<file path="config.mk">
export PLATFORM = sky130hd
export DESIGN_NAME = status_reg
export DESIGN_NICKNAME = d
export VERILOG_FILES = /design/src/rtl/status_reg_pkg.sv /design/src/rtl/status_reg.sv
export SDC_FILE = /design/constraint.sdc
export NUM_CORES = 1
export LEC_CHECK = 0
export ABC_CLOCK_PERIOD_IN_PS = 2000
export BUFFER_PORTS_ARGS = -buffer_cell sky130_fd_sc_hd__buf_2
export CAP_MARGIN = 30
export CORE_MARGIN = 4
export CORE_UTILIZATION = 37
export DETAILED_ROUTE_END_ITERATION = 7
export PLACE_DENSITY = 0.79
export SKIP_CTS_REPAIR_TIMING = 1
export SYNTH_ARGS = -nofsm -noshare
export SYNTH_HDL_FRONTEND = slang
export SYNTH_SLANG_ARGS = --single-unit
</file>
<file path="constraint.sdc">
create_clock -name clk -period 2 [get_ports clk]
set_input_delay 0 -clock clk [delete_from_list [all_inputs] [get_ports clk]]
set_output_delay 0 -clock clk [all_outputs]
set_load 0.01 [all_outputs]
</file>
<file path="src/rtl/status_reg_pkg.sv">
// Shared definitions for the 6502 status register: flag bit positions,
// flag instruction encodings and the P image packing helper.
package status_reg_pkg;

  localparam int FLAG_C = 0;
  localparam int FLAG_Z = 1;
  localparam int FLAG_I = 2;
  localparam int FLAG_D = 3;
  localparam int FLAG_B = 4;
  localparam int FLAG_U = 5;
  localparam int FLAG_V = 6;
  localparam int FLAG_N = 7;

  typedef enum logic [2:0] {
    FLAG_NOP = 3'd0,
    FLAG_CLC = 3'd1,
    FLAG_SEC = 3'd2,
    FLAG_CLI = 3'd3,
    FLAG_SEI = 3'd4,
    FLAG_CLD = 3'd5,
    FLAG_SED = 3'd6,
    FLAG_CLV = 3'd7
  } flag_op_e;

  typedef struct packed {
    logic n;
    logic v;
    logic d;
    logic i;
    logic z;
    logic c;
  } flags_t;

  // B is not stored; the caller supplies it (0 for p_reg, push_brk for pushes).
  function automatic logic [7:0] pack_p(input flags_t f, input logic b);
    logic [7:0] p;
    p         = '0;
    p[FLAG_C] = f.c;
    p[FLAG_Z] = f.z;
    p[FLAG_I] = f.i;
    p[FLAG_D] = f.d;
    p[FLAG_B] = b;
    p[FLAG_U] = 1'b1;
    p[FLAG_V] = f.v;
    p[FLAG_N] = f.n;
    return p;
  endfunction

endpackage

</file>
<file path="src/rtl/status_reg.sv">
// 6502 processor status register: latches ALU flags, flag instructions,
// BIT, PLP/RTI loads and interrupt entry; gates IRQ at instruction bounds.
module status_reg
  import status_reg_pkg::*;
#(
  parameter logic [7:0] RESET_P    = 8'h24,
  parameter bit         DECIMAL_EN = 1'b1
) (
  input  logic       clk,
  input  logic       reset,
  input  logic [7:0] alu_Y,
  input  logic       alu_carry_out,
  input  logic       alu_overflow,
  input  logic       nz_update,
  input  logic       c_update,
  input  logic       v_update,
  input  logic       bit_update,
  input  logic [7:0] mem_data,
  input  logic       p_load,
  input  logic [2:0] flag_op,
  input  logic       irq_entry,
  input  logic       push_brk,
  input  logic       instr_done,
  output logic [7:0] p_reg,
  output logic [7:0] p_push,
  output logic       carry_flag,
  output logic       decimal_flag,
  output logic       irq_inhibit
);

  flags_t flags;
  flags_t flags_nxt;
  logic   alu_zero;

  // PLP/RTI pull B and U from the stack but neither is a real flop.
  logic unused_mem_bits;
  assign unused_mem_bits = ^mem_data[FLAG_U:FLAG_B];

  assign alu_zero = (alu_Y == 8'h00);

  // Sources applied lowest priority first so later assignments win per flag.
  always_comb begin
    flags_nxt = flags;

    if (nz_update) begin
      flags_nxt.n = alu_Y[7];
      flags_nxt.z = alu_zero;
    end
    if (c_update) flags_nxt.c = alu_carry_out;
    if (v_update) flags_nxt.v = alu_overflow;

    if (bit_update) begin
      flags_nxt.n = mem_data[7];
      flags_nxt.v = mem_data[6];
      flags_nxt.z = alu_zero;
    end

    case (flag_op_e'(flag_op))
      FLAG_CLC: flags_nxt.c = 1'b0;
      FLAG_SEC: flags_nxt.c = 1'b1;
      FLAG_CLI: flags_nxt.i = 1'b0;
      FLAG_SEI: flags_nxt.i = 1'b1;
      FLAG_CLD: flags_nxt.d = 1'b0;
      FLAG_SED: flags_nxt.d = 1'b1;
      FLAG_CLV: flags_nxt.v = 1'b0;
      default:  ;
    endcase

    if (irq_entry) flags_nxt.i = 1'b1;

    if (p_load) begin
      flags_nxt.n = mem_data[FLAG_N];
      flags_nxt.v = mem_data[FLAG_V];
      flags_nxt.d = mem_data[FLAG_D];
      flags_nxt.i = mem_data[FLAG_I];
      flags_nxt.z = mem_data[FLAG_Z];
      flags_nxt.c = mem_data[FLAG_C];
    end

    if (!DECIMAL_EN) flags_nxt.d = 1'b0;
  end

  always_ff @(posedge clk or posedge reset) begin
    if (reset) begin
      flags.n <= RESET_P[FLAG_N];
      flags.v <= RESET_P[FLAG_V];
      flags.d <= RESET_P[FLAG_D] & DECIMAL_EN;
      flags.i <= RESET_P[FLAG_I];
      flags.z <= RESET_P[FLAG_Z];
      flags.c <= RESET_P[FLAG_C];
    end else begin
      flags <= flags_nxt;
    end
  end

  // I as seen by the interrupt logic lags by one instruction (CLI/SEI delay).
  always_ff @(posedge clk or posedge reset) begin
    if (reset) begin
      irq_inhibit <= 1'b1;
    end else if (instr_done) begin
      irq_inhibit <= flags_nxt.i;
    end
  end

  assign p_reg        = pack_p(flags, 1'b0);
  assign p_push       = pack_p(flags, push_brk);
  assign carry_flag   = flags.c;
  assign decimal_flag = flags.d;

endmodule
</file>
# == After elaboration in Yosys (flattened, before gate mapping) ==
# Index checks and enable logic that the tools add are counted.
# classes
eq_ne,7
mux,12
reduce_logical,5
# op_table
op,count
"equality test 3 bit, second input constant",4
logical NOT 8 bit,1
nonzero test 4 bit,2
2-to-1 mux 1 bit,7
"equality test 3 x 2 -> 1 bit, second input constant",2
2-to-1 mux 6 bit,1
case mux 1 bit (2 select lines),3
nonzero test 3 bit,2
"equality test 3 x 1 -> 1 bit, second input constant",1
2-to-1 mux 2 bit,1
# totals
reg_bits,7
input_bits,31
out_inout_bits,19
word_cells,31

# == Depth between registers and ports, before layout ==
# Gate-level depths: netlist (run 1).
# depth
word_depth,4
depth_mapped,4
mapped_depth_nobuf,3

# == Worst setup path before layout (run 1) ==
# No wires, ideal clock.
# synth_path
path_kind,flip-flop to flip-flop
startpoint,reg flags (netlist bit p_push[2])
endpoint,reg irq_inhibit
setup_time_ps,96
arrival_time_ps,1035
path_slack_ps,869
path_stages_with_launch,4
period_less_slack_ps,1131
cell_sequence,dfstp_2 o21bai_1 a2111oi_2 o22ai_1
# synth_via
elab_chain_cells,3
# synth_rtl
element,line,source
"start, declared",status_reg.sv:31,flags_t flags;
"start signal, assigned",status_reg.sv:92,flags <= flags_nxt;
case mux 1 bit (2 select lines),status_reg.sv:58,case (flag_op_e'(flag_op))
2-to-1 mux 1 bit,status_reg.sv:69,if (irq_entry) flags_nxt.i = 1'b1;
2-to-1 mux 6 bit,status_reg.sv:71,if (p_load) begin
"end signal, assigned",status_reg.sv:101,irq_inhibit <= flags_nxt.i;
"end, declared",status_reg.sv:28,output logic irq_inhibit
# No other way between the ends.
# A chain may end at the register's enable or synchronous reset.

==> run metrics, run 1 <==
status complete, but fails checks; violated checks negative hold slack; final worst slack 595 ps; Clock Power Share 31.2%; CTS tree yes; Reg power frac 39.2%; TNS Setup 0 ps; layout cells sized above 1 49.5%; Area Overhead vs Synth 43.3%; WP data required 2130 ps; Combinational Power Share 29.6%; DIE AREA 0.00206 mm^2; Mean Syn Cell Area 8.47 um^2; Max H-tree Level 1; port bufs 42; RSZ-0062 raised after global routing false; vias in the first global route 395; Die Y 45.4 um; clk buf depth 2; most frequent cells after synthesis buf_4 (12), a21oi_1 (6), dfrtp_1 (5), nor2_1 (5), o21ai_0 (5); Net Sw Power 127 uW; CP max stage cell dlygate4sd3_1; routed vias 546; Bufs and invs on worst path 1; most numerous cell in the Yosys netlist buf_4; Int Pwr 297 uW; Cell Area, Placed 654 um^2; area leader, netlist dfrtp_1; clk_skew 0.0405 ps; Remaining Overflow, GRT 0; Initial DRC Count 9; first-pass GRT wire length 1.63 mm; ys flop type dfrtp_1; Final Hold Fails 1; share of the synthesized area in the top cell type 24.2%; post-route cell area 741 um^2; Nets 133; initial antenna violation count 0; first-pass iteration count of the detailed router 4; Pins Over Slew Limit 0; Hold WS -18.0 ps; Avg WL per Cell 11.1 um; Die Width 45.4 um; Place WS 825 ps; EDFF count, synth 0; drt drc 0; Post-Route WL 1.29 mm; crit start category flip-flop; CP delay by family, top buffers and inverters; pin count of the biggest net entering global routing 12; Worst-Skew Late Latency 250 ps; CP max stage delay 560 ps; max-cap violations 0; FMAX 712 MHz; Worst Hold Class in -> reg; Core Box Area 0.00130 mm^2; area of the multi-input gates 233 um^2; synthesis-stage register bit count 7; Cell Rows 13; Placer Congestion 0.674; setup violators final 0; post-synthesis sequential area ratio 34.4%; CP Cell Sequence nor4b_1, a21oi_1, o41ai_1, dlygate4sd3_1; Synth Instances 61; Num CTS Buffers 3; Distinct cells, synth 25; pwr/cell area 573 mW/mm^2; final worst-path cycle share 70.2%; I/O Pins 50; Vias/cell 4.71; CP arrival 1540 ps; Area contributors post-synth dfrtp_1 (24%), buf_4 (17%), dfstp_2 (10%); Final Util 56.9%; Sink Count 7; Initial Util 39.7%; Ant. Diodes 0; Detail Route Antenna Nets 0; Clk pin slew, worst setup/hold paths 60 ps; Post-Syn Area 517 um^2; Post-DP HPWL 1.04 mm; YS warnings 0; Clock Tree Root clkbuf_4; Final min period 1400 ps; switching part of the total 30.0%; Worst Setup End Kind flip-flop; Peak supply drop 0.336 mV; Total GRT Usage 10.9%; leakage 0.394 nW; Sequential Area 178 um^2; WS Path Type reg -> reg; ys async rst share 100%; critical path fanouts, max 3; filler instances 134
[layout by cell type (no fill, tap or decap)]
cell type      synthesis  routed
buf_2                  1      42
a21oi_1                6       6
dlygate4sd3_1          0       6
o21ai_0                5       5
nor2_1                 5       5
dfrtp_1                5       5
inv_1                  4       4
mux2i_1                3       3
conb_1                 2       3
clkbuf_4               0       3
nand2_1                2       2
dfstp_2                2       2
and2b_2                1       1
or2b_1                 1       1
a22o_1                 1       1
nor4_1                 1       1
o211ai_1               1       1
nor4b_1                1       1
o41ai_1                1       1
o21bai_1               1       1
a21boi_1               1       1
a2111oi_2              1       1
o22ai_1                1       1
nand3_1                1       1
or2_2                  1       1
nand4_1                1       1
clkbuf_1               0       1
[power by group through the flow]
stage | Clock [mW] | Combinational, mW | Sequential, mW
6_report | 0.132 | 0.126 | 0.166
5_1_grt | 0.142 | 0.138 | 0.168
4_1_cts | 0.138 | 0.118 | 0.167
3_5_place_dp | 0 | 0.118 | 0.169
3_3_place_gp | 0 | 0.115 | 0.169
2_1_floorplan | 0 | 0.0725 | 0.176
[per-layer routing]
| layer | vias up | global-route usage, % | wire, um |
|---|---|---|---|
| met3 | 2 | 1.19 | 113 |
| met5 | - | 0 | 0 |
| met1 | 242 | 14.1 | 485 |
| met2 | 25 | 16.9 | 674 |
| met4 | 0 | 7.02 | 19 |
| li1 | 277 | - | - |
[path summary, 6_finish.rpt]
path                            depth (start not counted)     endpoint   startpoint  slack, ps
worst min-delay path                                    2   carry_flag  mem_data[0]        -20
worst min register to register                          2  irq_inhibit  irq_inhibit        490
min in group asynchronous                               3   carry_flag        reset        230
worst max register to register                          4    p_push[1]    p_push[1]        600
worst max-delay path                                    4    p_push[1]    p_push[1]        600
max in group asynchronous                               3    p_push[2]        reset       1490
[worst register-to-register path, cell delays in order, from the launching register on]
cell and delay (ps):
dfrtp_1 380, nor4b_1 140, a21oi_1 120, o41ai_1 90, dlygate4sd3_1 560
[layout make-up]
cell class / instances / share of cell area (%)
clock buffer: 4 / 3.55
inverter: 4 / 2.03
multi-input combinational: 38 / 31.4
sequential: 7 / 24.0
tap: 15 / 2.53
timing repair buffer: 48 / 36.5
[registers in the layout (all words and copies together) (netlist names)]
register / flops
carry_flag: 1
decimal_flag: 1
p_push: 4
irq_inhibit: 1
[cells by family after synthesis]
group                  Yosys count  synth area share [%]
AO/OA/AOI/OAI                   18                  22.5
buffers and inverters           17                  21.3
AND/OR/NAND/NOR                 14                  14.5
flip-flops                       7                  34.4
multiplexers                     3                  5.81
other                            2                  1.45
[metrics by stage]
step | instances | power, mW
2_1_floorplan | 62 | 0.248
3_3_place_gp | 106 | 0.283
3_5_place_dp | 106 | 0.287
4_1_cts | 110 | 0.422
5_1_grt | 116 | 0.448
6_report | 116 | 0.424
(Power assumes the default switching activity.)
==> run 2: changes to the inputs <==
--- a/config.mk
+++ b/config.mk
@@ -5,13 +5,13 @@
 export SDC_FILE = /design/constraint.sdc
 export NUM_CORES = 1
 export LEC_CHECK = 0
-export ABC_CLOCK_PERIOD_IN_PS = 2000
+export ABC_CLOCK_PERIOD_IN_PS = 1400
 export BUFFER_PORTS_ARGS = -buffer_cell sky130_fd_sc_hd__buf_2
 export CAP_MARGIN = 30
 export CORE_MARGIN = 4
-export CORE_UTILIZATION = 37
+export CORE_UTILIZATION = 35
 export DETAILED_ROUTE_END_ITERATION = 7
-export PLACE_DENSITY = 0.79
+export PLACE_DENSITY = 0.75
 export SKIP_CTS_REPAIR_TIMING = 1
 export SYNTH_ARGS = -nofsm -noshare
 export SYNTH_HDL_FRONTEND = slang
==> constraint.sdc (replaced) <==
create_clock -name clk -period 1.4 [get_ports clk]
set_input_delay 0 -clock clk [delete_from_list [all_inputs] [get_ports clk]]
set_output_delay 0 -clock clk [all_outputs]
set_load 0.01 [all_outputs]
==> run 2 against run 1 <==
The flow still finishes with violations (negative hold slack). Via count grew 8.8%. Setup slack lost 370 ps. Global-route usage grew 2.6 points. Cell count grew 2.6%. Routed wire length grew 20%. First-iteration DRC count grew 78%. Sequential cell count is the same. Sequential share of layout area shrank 0.93 points.
==> run metrics, run 2 (same netlist as run 1, synthesis figures left out) <==
violated checks negative hold slack; global-route met2 utilization 21.2% (+4.2 points); r2r startpoint p_push[2]; WP data required 1570 ps (-560 ps); RSZ-0062 raised after global routing false; Sequential Area 178 um^2 (unchanged); worst reg2reg path depth 3 (-1); met1 Use GR 16.1% (+2.0 points); port bufs 42 (unchanged); drt drc 0 (unchanged); I/O Pins 50 (unchanged); Max H-tree Level 1 (unchanged); first-pass iteration count of the detailed router 4 (unchanged); CP max stage delay 420 ps (-140 ps); Placer Congestion 0.736 (+9.1%); Reg power frac 38.3% (-0.9 points); Worst Setup End Kind flip-flop; status complete, but fails checks; DP Cell Count 106 (unchanged); Core Box Area 0.00135 mm^2 (+3.7%); Clk pin slew, worst setup/hold paths 60 ps (about the same); Combinational Power Share 30.2% (+0.6 points); Worst Hold Class in -> reg; Clock Tree Root clkbuf_4; Avg WL per Cell 13.1 um (+17%); Overall Power 625 uW (+47%); met3 Resource Use GR 3.13% (+1.9 points); switching part of the total 31.2% (+1.2 points); CP arrival 1350 ps (-190 ps); Worst path depth 3 (-1); Crit Reg-Reg Endpoint irq_inhibit; Pins Over Slew Limit 0 (unchanged); final worst-path cycle share 84.1% (+14 points); pwr/cell area 810 mW/mm^2 (+41%); most common cell after layout, fill and taps aside buf_2; Area Overhead vs Synth 49.2%; number of cells on the worst hold path 3 (+1); crit start category flip-flop; Int Pwr 430 uW (+45%); routed vias 594 (+8.8%); Most Crowded Layer GR met2; Worst-Skew Late Latency 260 ps (about the same); first-pass GRT wire length 1.98 mm (+22%); Initial DRC Count 16 (+7); crit path launch p_push[2]; fin cells 119 (+2.6%); initial antenna violation count 0 (unchanged); CP Cell Sequence o21bai_1, a2111oi_2, o22ai_1; layout cells sized above 1 48.1% (-1.4 points); Bufs and invs on worst path 0 (-1); Vias/cell 4.99 (+6.0%); Final Util 57.1% (+0.17 points); Final min period 1180 ps (-227 ps); Die Y 46.4 um (+2.3%); Net Sw Power 195 uW (+53%); CTS tree yes; Total GRT Usage 13.4% (+2.6 points); setup violators final 0 (unchanged); Clock Power Share 31.5% (+0.3 points); area of the multi-input gates 233 um^2 (unchanged); CP delay by family, top compound AO/OA/AOI/OAI gates; leakage 0.405 nW (+2.9%); Peak supply drop 0.343 mV (+2.2%); Num CTS Buffers 3 (unchanged); crit path capture irq_inhibit; clk buf depth 2 (unchanged); filler instances 133 (-0.75%); Nets 136 (+2.3%); Cell Rows 13 (unchanged); max-cap violations 0 (unchanged); FMAX 849 MHz (+19%); Post-Route WL 1.56 mm (+20%); Detail Route Antenna Nets 0 (unchanged); flop2flop setup slack 220 ps (-370 ps); clk_skew 0.0147 ps (-0.0257 ps); Ant. Diodes 0 (unchanged); Initial Util 38.3% (-1.4 points); TNS Setup 0 ps (unchanged); WS Path Type reg -> reg; critical path fanouts, max 4 (+1); CP max stage cell a2111oi_2; Remaining Overflow, GRT 0 (unchanged); Hold WS -8.18 ps (+9.84 ps); vias in the first global route 470 (+19%); pin count of the biggest net entering global routing 12 (unchanged); Sink Count 7 (unchanged); Final Hold Fails 1 (unchanged); Die Width 46.4 um (+2.3%); most frequent cells in the layout buf_2 (42), dlygate4sd3_1 (9), a21oi_1 (6); Largest register FFs 4 (unchanged); DIE AREA 0.00216 mm^2 (+4.7%)
==> run 2: per-stage QoR <==
step,instance area [um^2],worst slack [ps]
2_1_floorplan,520,269
3_3_place_gp,654,252
3_5_place_dp,654,213
4_1_cts,681,206
5_1_grt,771,168
6_report,771,222
==> run 2: worst min path at each step <==
| stage | from | to |
|---|---|---|
| after floorplan | reset | carry_flag |
| after global placement | reset | p_push[1] |
| after detailed placement | reset | p_push[7] |
| after CTS | reset | p_push[1] |
| after global routing | push_brk | p_push[4] |
| final | mem_data[7] | p_push[7] |
==> run 2: worst reg2reg max path: stages, from the launching register on <==
cell       delay [ps]
dfstp_2           370
o21bai_1          150
a2111oi_2         420
o22ai_1           140
==> run 2: layout make-up <==
| type | count | share of cell area, % |
|---|---|---|
| multi-input cells | 38 | 30.2 |
| inverters | 4 | 1.95 |
| well taps | 15 | 2.44 |
| repair buffers | 51 | 39.0 |
| clock buffers | 4 | 3.41 |
| flip-flops and latches | 7 | 23.1 |
==> run 2: power by group through the flow <==
stage	Clock (mW)	Sequential [mW]	Combinational (mW)
3_5_place_dp	0	0.242	0.169
4_1_cts	0.204	0.240	0.170
2_1_floorplan	0	0.251	0.104
5_1_grt	0.218	0.241	0.208
3_3_place_gp	0	0.240	0.165
6_report	0.197	0.239	0.189
==> run 2: layer usage <==
| metal | up-vias | share of wire [%] |
|---|---|---|
| met5 | - | 0 |
| met3 | 4 | 10 |
| met2 | 34 | 52 |
| met1 | 271 | 37 |
| met4 | 0 | 1.9 |
| li1 | 285 | - |
